[src/rtl/serial_subtractor.sv]
// Bit-serial unsigned subtractor: computes (a - b) mod 2^WIDTH one bit per
// clock, LSB first, using a full subtractor built from two half_subtractor
// cells and a registered borrow. The start/busy/done handshake frames each
// operation. The results are held in output registers, so they stay stable
// while the next operation runs.

// Single-bit half subtractor: diff = a - b, borrow set when a=0 and b=1.
module half_subtractor (
    input  logic a_i,
    input  logic b_i,
    output logic diff_o,
    output logic borrow_o
);
    assign diff_o   = a_i ^ b_i;
    assign borrow_o = ~a_i & b_i;
endmodule

module serial_subtractor #(
    parameter int WIDTH = 8
) (
    input  logic             clk,
    input  logic             rst_n,
    input  logic             start_i,
    input  logic [WIDTH-1:0] a_i,
    input  logic [WIDTH-1:0] b_i,
    output logic             busy_o,
    output logic             done_o,
    output logic [WIDTH-1:0] diff_o,
    output logic             borrow_out_o
);

    localparam int CW = (WIDTH > 1) ? $clog2(WIDTH) : 1;
    localparam logic [CW-1:0] LAST_BIT = CW'(WIDTH - 1);

    typedef enum logic [1:0] {
        IDLE = 2'd0,
        RUN  = 2'd1,
        DONE = 2'd2
    } state_t;

    state_t           state_q, state_d;
    logic [WIDTH-1:0] a_sh_q, a_sh_d;
    logic [WIDTH-1:0] b_sh_q, b_sh_d;
    logic [WIDTH-1:0] res_sh_q, res_sh_d;
    logic             br_q, br_d;
    logic [CW-1:0]    cnt_q, cnt_d;
    logic [WIDTH-1:0] diff_q, diff_d;
    logic             borrow_q, borrow_d;

    logic             d1, w1, d2, w2;
    logic [WIDTH-1:0] res_shifted;
    logic             br_next;

    // First slice subtracts the operand bits, second slice subtracts the
    // borrow carried from the previous bit position.
    half_subtractor u_hs_ab (
        .a_i      (a_sh_q[0]),
        .b_i      (b_sh_q[0]),
        .diff_o   (d1),
        .borrow_o (w1)
    );

    half_subtractor u_hs_br (
        .a_i      (d1),
        .b_i      (br_q),
        .diff_o   (d2),
        .borrow_o (w2)
    );

    // The new result bit enters at the MSB so that after WIDTH shifts the
    // LSB-first bits end up in their natural positions.
    assign res_shifted = (res_sh_q >> 1) | (WIDTH'(d2) << (WIDTH - 1));
    assign br_next     = w1 | w2;

    // Next-state and datapath decisions for the IDLE/RUN/DONE sequence.
    always_comb begin
        state_d  = state_q;
        a_sh_d   = a_sh_q;
        b_sh_d   = b_sh_q;
        res_sh_d = res_sh_q;
        br_d     = br_q;
        cnt_d    = cnt_q;
        diff_d   = diff_q;
        borrow_d = borrow_q;

        case (state_q)
            IDLE, DONE: begin
                if (start_i) begin
                    a_sh_d  = a_i;
                    b_sh_d  = b_i;
                    br_d    = 1'b0;
                    cnt_d   = '0;
                    state_d = RUN;
                end else begin
                    state_d = IDLE;
                end
            end
            RUN: begin
                a_sh_d   = a_sh_q >> 1;
                b_sh_d   = b_sh_q >> 1;
                res_sh_d = res_shifted;
                br_d     = br_next;
                if (cnt_q == LAST_BIT) begin
                    // Hold the counter on the final bit so it never wraps.
                    diff_d   = res_shifted;
                    borrow_d = br_next;
                    state_d  = DONE;
                end else begin
                    cnt_d = cnt_q + 1'b1;
                end
            end
            default: begin
                state_d = IDLE;
            end
        endcase
    end

    // State, working and output registers; reset discards any operation in flight.
    always_ff @(posedge clk or negedge rst_n) begin
        if (!rst_n) begin
            state_q  <= IDLE;
            a_sh_q   <= '0;
            b_sh_q   <= '0;
            res_sh_q <= '0;
            br_q     <= 1'b0;
            cnt_q    <= '0;
            diff_q   <= '0;
            borrow_q <= 1'b0;
        end else begin
            state_q  <= state_d;
            a_sh_q   <= a_sh_d;
            b_sh_q   <= b_sh_d;
            res_sh_q <= res_sh_d;
            br_q     <= br_d;
            cnt_q    <= cnt_d;
            diff_q   <= diff_d;
            borrow_q <= borrow_d;
        end
    end

    assign busy_o       = (state_q == RUN);
    assign done_o       = (state_q == DONE);
    assign diff_o       = diff_q;
    assign borrow_out_o = borrow_q;

endmodule

[config.mk]
export PLATFORM = sky130hd
export DESIGN_NAME = serial_subtractor
export DESIGN_NICKNAME = d
export VERILOG_FILES = /design/src/rtl/serial_subtractor.sv
export SDC_FILE = /design/constraint.sdc
export NUM_CORES = 1
export LEC_CHECK = 0
export ABC_AREA = 1
export ABC_CLOCK_PERIOD_IN_PS = 1800
export BUFFER_PORTS_ARGS = -buffer_cell sky130_fd_sc_hd__buf_4
export CORE_ASPECT_RATIO = 1.25
export CORE_MARGIN = 8
export CORE_UTILIZATION = 56
export DETAILED_ROUTE_END_ITERATION = 16
export PLACE_DENSITY = 0.79
export SKIP_CTS_REPAIR_TIMING = 1
export SLEW_MARGIN = 20
export SYNTH_ARGS = -nofsm -noshare
export SYNTH_HDL_FRONTEND = slang
export SYNTH_SLANG_ARGS = --single-unit
[constraint.sdc]
create_clock -name clk -period 1.8 [get_ports clk]
set_clock_uncertainty 0.05 [all_clocks]
set_input_delay 0.27 -clock clk [delete_from_list [all_inputs] [get_ports clk]]
set_output_delay 0.27 -clock clk [all_outputs]
set_load 0.05 [all_outputs]
# After elaboration in Yosys (flattened, before gate mapping)
# Index checks and enable logic that the tools add are counted.
# W data, S select, Z words.
# totals
inputBits	19
out_inout_bits	11
ff_bits	39
elab_cells	41
# op_classes
eq_ne	6
mux	12
bitwise_logic	8
add_sub_neg	1
reduce_logical	6
# op_table
operator	count
$pmux W8 S2	2
$mux W8	2
$or A7 B8 Y8	1
$mux W3	2
$pmux W3 S2	1
$ne A2 B2 Y1 const B	2
$pmux W2 S2	1
$reduce_and A2 Y1	2
$add A3 B1 Y3 const B	1
$eq A3 B3 Y1 const B	1
$reduce_and A3 Y1	1
$and A1 B1 Y1	2
$eq A2 B1 Y1 const B	1
$eq A2 B2 Y1 const B	1
$logic_not A2 Y1	1
$mux W1	2
$mux W2	1
$ne A2 B1 Y1 const B	1
$not A1 Y1	2
$pmux W1 S2	1
$reduce_bool A2 Y1	1
$reduce_or A2 Y1	1
$xor A1 B1 Y1	2
$or A1 B1 Y1	1

# Longest topological paths before layout
# logic_depth
word_depth	5
mapped_depth	8
depth_no_buf	6

# Modules after synthesis
# From an unflattened synthesis, not the netlist that was laid out.
# unflattened
cells_unflattened	225
area_unflattened_um2	1940.6
# modules_own_cells
module	cells_per_inst	seq_area_each_um2	instances	area_each_um2
serial_subtractor	219	950.9	1	1900.6
half_subtractor	3	0.0	2	20.0

# Worst setup path before layout
# OpenSTA, ideal clock, no wires.
# synth_path
path_kind	register -> output
start	reg state_q[0]
end	out done_o
arrival_time_ns	1.319
path_buffers	2
t_required_ns	1.480
stages_incl_launch_ff	4
setup_slack_ns	0.161
path_cell_list	dfrtp_1 > buf_6 > buf_2 > nor2_1
# synth_via
elab_chain_cells	1
# synth_rtl
element	line_no	rtl
start: declaration	41	state_t state_q, state_d;
start signal: assignment	130	state_q <= state_d;
$eq A2 B2 Y1	142	assign done_o = (state_q == DONE);
end: declaration	27	output logic done_o,
# No other way between the ends.

# Final worst setup path
# Same ends and word-level chain as after synthesis.

==> results.sh <==
export IMPL_status="completed"
export IMPL_synth_area_um2=1920
export IMPL_slew_headroom_pct=68.4
export IMPL_die_h_um=81.4
export IMPL_finalPower_mw=4.17
export IMPL_slowest_delay_ps=450
export IMPL_ant_nets=0
export IMPL_syn_num_nets=242
export IMPL_cts_clk_slew_worst_paths_ps=70
export IMPL_grt_max_degree=39
export IMPL_n_antenna_cell=0
export IMPL_critPathCapture="done_o"
export IMPL_initial_core_util_pct=58.9
export IMPL_final_core_util_pct=67.5
export IMPL_n_fill_cell=282
export IMPL_die_w_um=68.3
export IMPL_crit_fanout=16
export IMPL_crit_chain="buf_4 -> nor2_1 -> buf_4"
export IMPL_post_place_ws_ps=346
export IMPL_cp_depth=3
export IMPL_r2r_slack_ps=330
export IMPL_insertion_delay_ps=290
export IMPL_min_period_ps=1600
export IMPL_drive_gt1_share_pct=26.4
export IMPL_cts_path_max_buffers=2
export IMPL_synth_cell_types=20
export IMPL_timing_setup_tns_ps=0
export IMPL_crit_top_cell="buf_4"
export IMPL_synth_top_area_cell="dfrtp_1"
export IMPL_worstSetupStartpoint="state_q[0]$_DFFE_PN0P_"
export IMPL_core_um2=3250
export IMPL_via_per_inst=4.98
export IMPL_critical_path_class="register to output port"
export IMPL_dieArea_um2=5560
export IMPL_rr_worst_depth=6
export IMPL_worst_slack_ps=198
export IMPL_syn_to_final_growth_pct=14.5
export IMPL_drcViolationCount=0
export IMPL_final_nets=272
export IMPL_synth_area_leaders="dfrtp_1, nand2_1, inv_1"
export IMPL_crit_arrival_ps=1280
export IMPL_rsz0062_at_grt="false"
export IMPL_io_buffers=29
export IMPL_cts_root_buf="clkbuf_8"
export IMPL_grt_pass1_wl_mm=6.46
export IMPL_dp_hpwl_mm=2.66
export IMPL_finalWirelength_mm=3.74
export IMPL_first_pass_iters=4
export IMPL_maxCapViolCount=0
export IMPL_startpoint_type="register"
export IMPL_io_pins=30
export IMPL_gr_total_overflow=0
export IMPL_setup_violations_final=0
export IMPL_syn_area_per_cell_um2=8.71
export IMPL_finalMaxSlewViolations=0
export IMPL_gp_congestion=0.792
export IMPL_crit_buf_inv=2
export IMPL_hold_viol=0
export IMPL_std_cell_rows=23
export IMPL_wire_per_inst_um=13.0
export IMPL_cp_required_ps=1480
export IMPL_fmax_mhz=624
export IMPL_yosysSeqAreaShare_pct=49.6
export IMPL_ys_ff_latch=38
export IMPL_drt_iter0_drc=142
export IMPL_grt_usage_pct=15.4
export IMPL_crit_family="flip-flops"
export IMPL_dr_total_vias=1429
export IMPL_leakagePower_nw=1.24
export IMPL_endpoint_kind="output port"
export IMPL_synth_top_area_share_pct=49.6
export IMPL_grt_pass1_vias=1454
export IMPL_h_tree_depth=2
export IMPL_r2r_end="cnt_q[2]$_DFFE_PN0P_"
export IMPL_cp_slowest_cell="dfrtp_1"
export IMPL_yosys_warnings=0
export IMPL_period_share_pct=89.0
export IMPL_hp_class="input port to register"
export IMPL_cts_tree="done"
export IMPL_vdd_drop_max_mv=1.26
export IMPL_synth_cells=220
export IMPL_cts_buffers=5
export IMPL_tightest_slew_ps=473
export IMPL_worstReg2RegStart="cnt_q[0]$_DFFE_PN0P_"
export IMPL_cts_sinks=38
export IMPL_powerDensity_nw_per_um2=1900
export IMPL_antenna_found_initial=0
==> logic make-up after synthesis <==
group	synth area share [%]
simple gates	27.8
buf+inv	14.0
flops	49.6
compound gates	6.27
fa+ha+maj	2.35
==> how the worst min path moves through the flow <==
stage / start / end / slack (ps) / depth (start not counted)
after floorplan: rst_n / a_sh_q[0]$_DFFE_PN0P_ / -80 / 0
after global placement: rst_n / b_sh_q[5]$_DFFE_PN0P_ / 210 / 1
after detailed placement: rst_n / b_sh_q[5]$_DFFE_PN0P_ / 210 / 1
after CTS: rst_n / state_q[0]$_DFFE_PN0P_ / -110 / 1
after global routing: b_i[7] / b_sh_q[7]$_DFFE_PN0P_ / 150 / 3
final: b_i[7] / b_sh_q[7]$_DFFE_PN0P_ / 140 / 3
==> registers in the layout, indices dropped and copies added, names as in the netlist <==
name / flops
state_q: 2
a_sh_q: 8
res_sh_q: 7
b_sh_q: 8
cnt_q: 3
br_q: 1
borrow_out_o: 1
diff_o: 8
==> metal layers <==
layer | share of wire, % | up-vias | track usage (%) | routed length (um)
met5 | 0 | - | 0 | 0
met4 | 2.6 | 0 | 9.03 | 98
met3 | 6.6 | 8 | 5.44 | 246
met2 | 47 | 35 | 23.3 | 1750
met1 | 44 | 666 | 18.5 | 1650
li1 | - | 720 | - | -
==> where the power goes <==
part	switching [mW]	internal, mW	leakage [nW]	total [mW]
Sequential	0.234	1.26	0.473	1.50
Combinational	1.41	0.709	0.729	2.12
Clock	0.297	0.264	0.0362	0.561
Total	1.94	2.23	1.24	4.17
==> layout make-up <==
class / instances / area [um2] / share of cell area, %
sequential: 38 / 951 / 43.3
clock buffer: 5 / 68.8 / 3.14
timing repair buffer: 32 / 243 / 11.1
clock inverter: 2 / 15.0 / 0.684
tap: 37 / 46.3 / 2.11
multi-input combinational: 129 / 698 / 31.8
inverter: 44 / 173 / 7.87
==> worst reg2reg max path: cells and delay by family, from the launching register on <==
kind | cells | cell delay [ps]
AND/OR/NAND/NOR | 3 | 370
adder cells (fa/ha/maj) | 2 | 430
flip-flops | 1 | 410
buffers and inverters | 1 | 150
==> cells in the final DEF, fill, tap and decap left out, drive strengths merged, types with 2 or more instances in the layout <==
master / instances
buf: 31
clkbuf: 5
clkinvlp: 2
dfrtp: 38
ha: 2
inv: 44
nand2: 73
nand3: 31
nor2: 2
o21ai: 18
==> metrics by stage <==
stage / instances / cell area (um2) / hold slack (ps)
detailed placement: 279 / 2100 / 213
CTS: 286 / 2180 / -110
finish: 287 / 2190 / 140
floorplan: 220 / 1920 / -75.6
global route: 287 / 2190 / 153
global placement: 279 / 2100 / 210
==> cells in the mapped netlist <==
master and n:
ha_1 2, buf_6 4, dfrtp_1 38, o21ai_0 10, inv_4 3, fa_1 1
nor2_1 1, or2_1 1, nand3_2 6, inv_1 41, nand3_1 25, buf_8 1
nand2_4 4, nand2_2 6, buf_12 1, nand2_1 63, nand3b_1 1, nor2_4 1
o21ai_2 8, buf_2 3
No activity file was read; power rests on OpenSTA's default activity.
